**config.mk**
```make
export PLATFORM = sky130hd
export DESIGN_NAME = i2c_master_ctrl
export DESIGN_NICKNAME = d
export VERILOG_FILES = /design/src/rtl/i2c_master_ctrl.sv
export SDC_FILE = /design/constraint.sdc
export NUM_CORES = 1
export LEC_CHECK = 0
export CAP_MARGIN = 25
export CORE_ASPECT_RATIO = 1.4
export CORE_MARGIN = 2
export CORE_UTILIZATION = 45
export CTS_CLUSTER_DIAMETER = 150
export DETAILED_ROUTE_END_ITERATION = 16
export PLACE_DENSITY_LB_ADDON = 0.12
export SYNTH_ARGS = -nofsm -noshare
export SYNTH_HDL_FRONTEND = slang
export SYNTH_SLANG_ARGS = --single-unit
```
**constraint.sdc**
```tcl
create_clock -name clk -period 2.62 [get_ports clk]
set_input_delay 0.524 -clock clk [delete_from_list [all_inputs] [get_ports clk]]
set_output_delay 0.524 -clock clk [all_outputs]
set_load 0.005 [all_outputs]
```
**src/rtl/i2c_master_ctrl.sv**
```systemverilog
// I2C master for single-byte memory write/read transactions.
// Write: START, dev+W, mem_addr, wdata, STOP.
// Read : START, dev+W, mem_addr, RSTART, dev+R, one byte in, master NACK, STOP.
// Each bit lasts four quarters of CLK_DIV clocks; SDA is open-drain (sda_oe=1 pulls low).
module i2c_master_ctrl #(
  parameter int CLK_DIV = 4
) (
  input  logic       clk,
  input  logic       rst,
  input  logic       start,
  input  logic       rw,
  input  logic [6:0] dev_addr,
  input  logic [7:0] mem_addr,
  input  logic [7:0] wdata,
  input  logic       sda_in,
  output logic       scl,
  output logic       sda_oe,
  output logic       busy,
  output logic       done,
  output logic       ack_err,
  output logic [7:0] rdata
);

  localparam int DW = (CLK_DIV > 1) ? $clog2(CLK_DIV) : 1;
  localparam logic [DW-1:0] DIV_LAST = DW'(CLK_DIV - 1);

  localparam logic [3:0] S_IDLE   = 4'd0;
  localparam logic [3:0] S_START  = 4'd1;
  localparam logic [3:0] S_ADDR   = 4'd2;
  localparam logic [3:0] S_ACK1   = 4'd3;
  localparam logic [3:0] S_MADDR  = 4'd4;
  localparam logic [3:0] S_ACK2   = 4'd5;
  localparam logic [3:0] S_WDATA  = 4'd6;
  localparam logic [3:0] S_ACK3   = 4'd7;
  localparam logic [3:0] S_RSTART = 4'd8;
  localparam logic [3:0] S_RADDR  = 4'd9;
  localparam logic [3:0] S_ACK4   = 4'd10;
  localparam logic [3:0] S_RDATA  = 4'd11;
  localparam logic [3:0] S_MNACK  = 4'd12;
  localparam logic [3:0] S_STOP   = 4'd13;

  logic [3:0]    state;
  logic [DW-1:0] div_cnt;
  logic [1:0]    q;
  logic [2:0]    bit_cnt;
  logic [7:0]    shreg;
  logic          rw_r;
  logic [6:0]    dev_r;
  logic [7:0]    mem_r;
  logic [7:0]    wdata_r;
  logic          sda_smp;
  logic          err;
  logic          tick;
  logic          sample;
  logic          bit_end;

  assign tick    = (div_cnt == DIV_LAST);
  assign sample  = tick && (q == 2'd2);
  assign bit_end = tick && (q == 2'd3);

  // Quarter-period timebase; held at zero while idle so every bit starts aligned.
  always_ff @(posedge clk or negedge rst) begin
    if (!rst) begin
      div_cnt <= '0;
      q       <= '0;
    end else if (state == S_IDLE) begin
      div_cnt <= '0;
      q       <= '0;
    end else if (tick) begin
      div_cnt <= '0;
      q       <= q + 2'd1;
    end else begin
      div_cnt <= div_cnt + 1'b1;
    end
  end

  // Transaction sequencer: request latch, byte shifting, ACK evaluation, completion.
  always_ff @(posedge clk or negedge rst) begin
    if (!rst) begin
      state   <= S_IDLE;
      busy    <= 1'b0;
      done    <= 1'b0;
      ack_err <= 1'b0;
      rdata   <= '0;
      rw_r    <= 1'b0;
      dev_r   <= '0;
      mem_r   <= '0;
      wdata_r <= '0;
      shreg   <= '0;
      bit_cnt <= '0;
      sda_smp <= 1'b0;
      err     <= 1'b0;
    end else begin
      done <= 1'b0;
      if (state == S_IDLE) begin
        // A request coinciding with the done pulse waits one more cycle.
        if (start && !done) begin
          rw_r    <= rw;
          dev_r   <= dev_addr;
          mem_r   <= mem_addr;
          wdata_r <= wdata;
          ack_err <= 1'b0;
          err     <= 1'b0;
          busy    <= 1'b1;
          bit_cnt <= '0;
          state   <= S_START;
        end
      end else begin
        if (sample) begin
          sda_smp <= sda_in;
          if (state == S_RDATA) shreg <= {shreg[6:0], sda_in};
        end
        if (bit_end) begin
          case (state)
            S_START: begin
              shreg <= {dev_r, 1'b0};
              state <= S_ADDR;
            end
            S_ADDR, S_MADDR, S_WDATA, S_RADDR: begin
              shreg   <= {shreg[6:0], 1'b0};
              bit_cnt <= bit_cnt + 3'd1;
              if (bit_cnt == 3'd7) begin
                case (state)
                  S_ADDR:  state <= S_ACK1;
                  S_MADDR: state <= S_ACK2;
                  S_WDATA: state <= S_ACK3;
                  default: state <= S_ACK4;
                endcase
              end
            end
            S_ACK1: begin
              if (sda_smp) begin
                err   <= 1'b1;
                state <= S_STOP;
              end else begin
                shreg <= mem_r;
                state <= S_MADDR;
              end
            end
            S_ACK2: begin
              if (sda_smp) begin
                err   <= 1'b1;
                state <= S_STOP;
              end else if (rw_r) begin
                state <= S_RSTART;
              end else begin
                shreg <= wdata_r;
                state <= S_WDATA;
              end
            end
            S_ACK3: begin
              if (sda_smp) err <= 1'b1;
              state <= S_STOP;
            end
            S_RSTART: begin
              shreg <= {dev_r, 1'b1};
              state <= S_RADDR;
            end
            S_ACK4: begin
              if (sda_smp) begin
                err   <= 1'b1;
                state <= S_STOP;
              end else begin
                state <= S_RDATA;
              end
            end
            S_RDATA: begin
              bit_cnt <= bit_cnt + 3'd1;
              if (bit_cnt == 3'd7) state <= S_MNACK;
            end
            S_MNACK: state <= S_STOP;
            S_STOP: begin
              state   <= S_IDLE;
              busy    <= 1'b0;
              done    <= 1'b1;
              ack_err <= err;
              if (rw_r && !err) rdata <= shreg;
            end
            default: state <= S_IDLE;
          endcase
        end
      end
    end
  end

  // Line drive decoded from state and quarter; idle/reset leaves SCL high and SDA released.
  always_comb begin
    scl    = 1'b1;
    sda_oe = 1'b0;
    case (state)
      S_IDLE: begin
        scl    = 1'b1;
        sda_oe = 1'b0;
      end
      S_START, S_RSTART: begin
        scl    = (q == 2'd1) || (q == 2'd2);
        sda_oe = q[1];
      end
      S_STOP: begin
        scl    = (q != 2'd0);
        sda_oe = ~q[1];
      end
      S_ADDR, S_MADDR, S_WDATA, S_RADDR: begin
        scl    = q[1];
        sda_oe = ~shreg[7];
      end
      default: begin
        scl    = q[1];
        sda_oe = 1'b0;
      end
    endcase
  end

endmodule

```
### Yosys cells after proc, flatten, opt, wreduce, memory -nomap -nowiden

Cells that the tools add are included.

| cells by class | value |
|---|---|
| add/subtract/negate cells | 3 |
| equality and inequality tests | 21 |
| mux-type cells | 43 |
| bitwise logic cells | 3 |
| reduce and logical (&&, ||, !) cells | 27 |

Operators by type and width:

| cell | number |
|---|---|
| $mux 8 | 6 |
| $pmux 8 s5 | 1 |
| $mux 4 | 8 |
| $pmux 4 s8 | 1 |
| $eq 4x4->1 const B | 6 |
| $eq 4x3->1 const B | 4 |
| $mux 1 | 15 |
| $mux 3 | 5 |
| $reduce_bool 2->1 | 7 |
| $pmux 4 s3 | 1 |
| $reduce_and 4->1 | 3 |
| $eq 4x2->1 const B | 2 |
| $mux 2 | 4 |
| $reduce_or 4->1 | 2 |
| $eq 2x2->1 const B | 3 |
| $pmux 1 s3 | 2 |
| $reduce_and 3->1 | 2 |
| $reduce_or 5->1 | 1 |
| $add 2x1->2 const B | 2 |
| $eq 4x1->1 const B | 1 |
| $logic_and 1x1->1 | 4 |
| $logic_not 4->1 | 1 |
| $reduce_and 2->1 | 2 |
| $reduce_or 2->1 | 2 |
| other kinds (9) | 12 |

| word-level totals | value |
|---|---|
| register bits | 56 |
| input port bits | 28 |
| output and inout bits | 13 |
| word-level logic and storage cells | 112 |

### Logic depth before layout (Yosys ltp)

Gate-level depths: netlist of run 1.

| depth | value |
|---|---|
| depth in word-level cells | 7 |
| depth in mapped cells | 8 |
| gate-level depth less buffers | 7 |

### Worst setup path after synthesis of run 1

OpenSTA, ideal clock, no wires.

| timing | value |
|---|---|
| kind | flip-flop to output port |
| start point | reg state[3] |
| end point | out scl |
| arrival | 1806 ps |
| data required time | 2096 ps |
| setup slack | 290 ps |
| cell stages (with the launch flop) | 7 |
| path buffers | 3 |
| path through | dfrtp_1 clkbuf_1 buf_1 clkbuf_1 nand3_1 o22a_1 o21ai_0 |

| between the ends | value |
|---|---|
| cells in the longest elaborated chain, start to end | 3 |

RTL lines:

| what | line | source |
|---|---|---|
| from (decl) | 42 | `logic [3:0] state;` |
| from (signal assigned) | 80 | `state <= S_IDLE;` |
| from (signal assigned) | 106 | `state <= S_START;` |
| from (signal assigned) | 117 | `state <= S_ADDR;` |
| $eq 4x1->1 or $eq 4x4->1 (tied branches) | 190 | `case (state)` |
| $reduce_or 2->1 | 190 |  |
| $pmux 1 s3 * | 190 |  |
| to (decl) | 16 | `output logic scl,` |

Mark *: on every way between the ends. The rest lies on a longest branch, timed or not.

### Worst setup path in the final report of run 1

| timing | value |
|---|---|
| start point | reg state[3] |
| end point | out sda_oe |

| between the ends | value |
|---|---|
| cells in the longest elaborated chain, start to end | 3 |

RTL lines:

| what | line | source |
|---|---|---|
| $eq 4x2->1, or another cell as far along | 190 |  |
| $reduce_or 4->1 or $reduce_or 2->1 (tied branches) | 190 |  |
| $pmux 1 s3 * | 190 |  |
| to (decl) | 17 | `output logic sda_oe,` |

Marks and branches as above.

==> results_dict.tcl, run 1 <==
set metrics [dict create \
    antenna_cells 0 \
    die_x_um 74.6 \
    synthesis.area_mm2 0.00314 \
    synth_edf_count 0 \
    drt_iter0_drc 216 \
    finalWirelength_um 7550 \
    ys_warn_count 0 \
    cts_tree "yes" \
    vias_per_cell 5.42 \
    synthToLayoutAreaGrowth_pct 21.8 \
    fin_setup_tns_ps 0 \
    grtUsageTotal_pct 21.3 \
    synth.avg_cell_area_um2 8.59 \
    cp_max_fo 33 \
    cts_root_buffer "clkbuf_8" \
    rows 36 \
    hold_violations 0 \
    critPathArrivalTime_ps 1970 \
    routedWlPerCell_um 15.1 \
    numCtsBuffers 5 \
    place_inst 487 \
    crit_path_start_kind "register" \
    required_ps 2100 \
    drc 0 \
    ys_ff_latch 56 \
    critical_path_class "register to output pin" \
    setup_viol 0 \
    status "finished, final reports clean" \
    relSlewSlack_pct 57.7 \
    clock-sinks 56 \
    io_pins 41 \
    power_leakage_nw 1.70 \
    grt_first_pass_wirelength_um 12700 \
    drive_gt1_share_pct 12.6 \
    yosysTopAreaCell "dfrtp_1" \
    grt_max_degree 34 \
    gp_congestion 0.846 \
    ys_seq_area_share_pct 44.6 \
    die_h_um 103 \
    hold_path.class "primary input to async pin" \
    tightest_slew_ps 634 \
    synth_top_cell_area_share_pct 44.6 \
    dp_hpwl_um 5480 \
    synth_cell_types 55 \
    cts_buffer_depth 2 \
    crit_path_end_kind "output pin" \
    async_reset_ff_share_pct 100 \
    fin_skew_ps 15.0 \
    portBuffers 40 \
    clkSlewWorstSetupHoldPaths_ps 110 \
    layout.cells.non_filler 499 \
    yosys-top-cells-area "dfrtp_1, nand2_1, a21oi_1, mux2_2, nor2_1" \
    grt_pass1_vias 2599 \
    syn-num-nets 400 \
    vdd_drop_max_mv 0.406 \
    synth_flop_cell "dfrtp_1" \
    dr.pass1.iters 4 \
    floorplan.initialDensity_pct 45.9 \
    clock_latency_ps 310 \
    vias 2705 \
    power.total_mw 3.69 \
    grt_overflow 0 \
    period_minus_slack_ps 2490 \
    synthCells 366 \
    max_cap_viol_count 0 \
    nets 437 \
    core_area_mm2 0.00685 \
    antenna_left 0 \
    holdWs_ps 223 \
    cts.htree.levels 2 \
    die_area_mm2 0.00768 \
    antenna_found_initial 0 \
    rsz0062_at_grt "no" \
    timing.fmax_ghz 0.401 \
    power.density_mw_per_mm2 963 \
    timing.final.crit_share_pct 95.1 \
    slew_viol_final 0 \
]
## kinds of logic after synthesis
logic type               count (synthesis)  share of synthesized area, %
AO/OA/AOI/OAI                           86                          18.7
flip-flops                              56                          44.6
multiplexers                            16                          5.49
buffers and inverters                   40                          4.90
adder cells (fa/ha/maj)                  7                          2.71
AND/OR/NAND/NOR                        158                          22.8
XOR/XNOR                                 3                         0.836
## repair_timing
| item | in CTS | in global routing |
|---|---|---|
| setup buffers | 1 | 3 |
| resized for setup | 1 | 2 |
| hold buffers | 0 | 0 |
| setup endpoints to repair | 1 | 2 |
## flip-flops by register name, summed over array words and instances (netlist names)
register,count
mem_r,8
done,1
shreg,8
dev_r,7
state,4
div_cnt,2
ack_err,1
sda_smp,1
rw_r,1
q,2
rdata,8
wdata_r,8
err,1
bit_cnt,3
busy,1
## cells in the final DEF, fill, tap and decap left out, drive strengths merged, types with 7 or more instances in the layout
master         instances
inv                    8
nor2                  25
buf                   23
nand2                 95
mux2                  10
dfrtp                 56
nand3                  7
clkdlybuf4s50         38
a21oi                 23
o21ai                 17
## stage by stage
stage | area [um2] | worst slack, ps | util [%]
3_5_place_dp | 3680 | 133 | 53.8
2_1_floorplan | 3140 | 290 | -
5_1_grt | 3830 | 4.90 | 55.9
6_report | 3830 | 127 | 55.9
3_3_place_gp | 3680 | 156 | 53.8
4_1_cts | 3800 | 37.8 | 55.5
## power breakdown
group	internal [mW]	switching [mW]
logic	0.719	0.841
registers	1.20	0.362
clock network	0.283	0.287
total	2.20	1.49
## synth_stat cells, drive strengths merged, types with 2 or more instances
cell / instances
a311o: 5
o22ai: 6
nand2: 95
nand4bb: 2
nand2b: 2
inv: 8
ha: 6
clkbuf: 24
and3: 2
and2: 2
a2111oi: 5
o211ai: 3
a21oi: 23
nand3: 7
buf: 8
dfrtp: 56
o21ai: 17
a22o: 6
mux2: 10
a31oi: 2
a211oi: 5
nor2: 25
xnor2: 2
o221a: 2
mux2i: 6
nand4: 2
nor3: 5
nor2b: 3
or2: 2
nor3b: 3
o32ai: 2
and3b: 2
## area by class of cell
cell class / instances / area, um2
fillers: 644 / 3020
multi-input cells: 270 / 1590
flip-flops and latches: 56 / 1400
repair buffers: 62 / 572
well taps: 95 / 119
clock buffers: 5 / 68.8
clock inverters: 3 / 42.5
inverters: 8 / 30.0
## final timing paths
path,startpoint,to,slack (ps),depth (start not counted)
max in group asynchronous,rst,shreg[4],1810,2
worst max-delay path,state[3],sda_oe,130,4
worst min-delay path,rst,bit_cnt[0],220,1
worst min register to register,div_cnt[0],div_cnt[0],450,1
min in group clk,div_cnt[0],div_cnt[0],450,1
worst max register to register,state[3],shreg[2],250,7
## routing by layer
layer  global-route usage [%]  wire length [um]
met4                     6.46               162
met2                     37.8              3950
met5                        0                 0
met1                     26.8              3240
met3                     2.64               195
## worst max-delay path, stage by stage, from the launching register on
cell and delay [ps]:
dfrtp_1 480, buf_4 290, nor3_2 230, o2bb2ai_1 140, clkdlybuf4s50_1 520
(Power assumes the default switching activity.)
==> run 2: changes to the inputs <==
SLEW_MARGIN = 20   (was unset)
==> results of run 2 <==
The final DEF is identical to that of run 1; final timing and power are the same.
==> run 3: changes to the inputs <==
CORE_UTILIZATION = 47   (was 45)
==> run 3 against run 2 <==
Effect of this change: sequential power about the same; flip-flop and latch count unchanged; non-clock buffer count up 1; routed wire length grew 4.8%; die area is 4.1% lower; first-iteration DRC count decreased by 40%; hold slack gained 110 ps; clock skew shrank 5.9 ps; register-to-register slack improved by 40 ps; critical path type unchanged; highest routed layer unchanged.
==> results_dict.tcl, run 3 (synthesized netlist as in run 1, its figures left out) <==
set metrics [dict create \
    power.total_mw 3.71 \
    grt_pass1_vias 2735 \
    grt_max_degree 41 \
    core_area_mm2 0.00653 \
    p_sw_share_pct 40.7 \
    critical-path-top-delay-family "adder cells" \
    drc 0 \
    layout_common_cells "nand2_1, dfrtp_1, clkdlybuf4s50_1" \
    hold_violations 0 \
    critPathSlowestCell "dfrtp_1" \
    p_comb_share_pct 43.0 \
    grtUsageTotal_pct 23.1 \
    critPathArrivalTime_ps 1930 \
    die_area_mm2 0.00737 \
    synthToLayoutAreaGrowth_pct 20.8 \
    setup_viol 0 \
    crit_path_start_kind "register" \
    p_switching_mw 1.51 \
    vdd_drop_max_mv 0.446 \
    seq_area_mm2 0.00140 \
    holdBufCountCts 0 \
    antenna_found_initial 0 \
    max_stage_delay_ps 360 \
    grt_first_pass_wirelength_um 13200 \
    p_int_mw 2.20 \
    placed_cell_area_mm2 0.00366 \
    crit_top_cell "inv_1" \
    slew_viol_final 0 \
    clkSlewWorstSetupHoldPaths_ps 100 \
    cts.htree.levels 2 \
    rr_worst_depth 5 \
    drt_iter0_drc 130 \
    antenna_cells 0 \
    clkPwrFrac_pct 15.1 \
    tightest_slew_ps 895 \
    fin_skew_ps 9.10 \
    vias 2831 \
    drive_gt1_share_pct 12.6 \
    path_cells "inv_1 > ha_1 > inv_1 > maj3_1 > o22a_1 > o21ai_0 > clkdlybuf4s15_1" \
    cts_root_buffer "clkbuf_8" \
    dp_hpwl_um 5760 \
    portBuffers 40 \
    vias_per_cell 5.91 \
    cp_max_fo 2 \
    fillers 583 \
    cts_tree "yes" \
    layout_commonest_cell "nand2_1" \
    clock-sinks 56 \
    nets 438 \
    rows 35 \
    routedWlPerCell_um 16.5 \
    fin_setup_tns_ps 0 \
    r2r-end "rdata[4]" \
    floorplan.initialDensity_pct 48.2 \
    max_cap_viol_count 0 \
    status "finished, final reports clean" \
    power_leakage_nw 1.72 \
    path_buf_inv 3 \
    timing.final.crit_share_pct 93.9 \
    numCtsBuffers 5 \
    rsz0062_at_grt "no" \
    crit_path_end_kind "output pin" \
    grt_overflow 0 \
    hold_path.class "primary input to async pin" \
    seq_power_share_pct 42.0 \
    holdWs_ps 331 \
    antenna_left 0 \
    gp_congestion 0.878 \
    power.density_mw_per_mm2 977 \
    finalWirelength_um 7910 \
    relSlewSlack_pct 40.3 \
    die_h_um 101 \
    clock_latency_ps 310 \
    critical_path_class "register to output pin" \
    period_minus_slack_ps 2460 \
    stdcell_area_mm2 0.00380 \
    dr.pass1.iters 4 \
    io_pins 41 \
    cts_buffer_depth 2 \
    post-route-util_pct 58.2 \
    timing.fmax_ghz 0.407 \
    multi_input_area_mm2 0.00159 \
    ff2ff_setup_slack_ps 290 \
    required_ps 2100 \
    die_x_um 73.1 \
    crit-reg2reg-launch "state[2]" \
]
==> run 3: layer usage <==
metal | wire [um] | global-route usage [%] | part of all wire [%] | vias to the layer above
met5 | 0 | 0 | 0 | -
met4 | 414 | 13.2 | 5.2 | 0
met3 | 270 | 2.70 | 3.4 | 26
met2 | 4080 | 39.6 | 52 | 86
met1 | 3150 | 27.4 | 40 | 1366
li1 | - | - | - | 1353
==> run 3: worst max path at each step <==
stage,to,startpoint,cells after the start
floorplan,scl,state[3],6
global placement,scl,q[0],7
detailed placement,scl,q[0],7
CTS,sda_oe,state[3],6
global route,scl,q[0],7
finish,scl,q[0],7
==> run 3: power by group through the flow <==
stage	Clock [mW]	Sequential, mW	Combinational [mW]
floorplan	0	1.38	1.19
global placement	0	1.56	1.52
detailed placement	0	1.58	1.55
CTS	0.571	1.55	1.57
global route	0.606	1.60	1.80
finish	0.559	1.56	1.59
==> run 3: per-stage QoR <==
step,instances,setup WS (ps)
final,479,161
after global routing,479,9.34
after CTS,477,4.11
after detailed placement,468,129
after global placement,468,181
after floorplan,366,290
==> run 3: worst register-to-register path, stage by stage (launching register included) <==
cell     delay [ps]
dfrtp_1         590
buf_4           280
nand2_1         120
nor4b_1         350
and3b_1         490
mux2_2          400
==> run 3: cell type report <==
type | count | share of cell area (%)
inverters | 8 | 0.791
flip-flops and latches | 56 | 36.9
multi-input cells | 270 | 42.0
repair buffers | 63 | 15.0
clock buffers | 6 | 1.91
clock inverters | 2 | 0.923
well taps | 74 | 2.44
==> run 3: what timing repair did <==
item                       CTS  global route
resized for setup            1             4
setup endpoints to repair    1             2
setup buffers                1             2
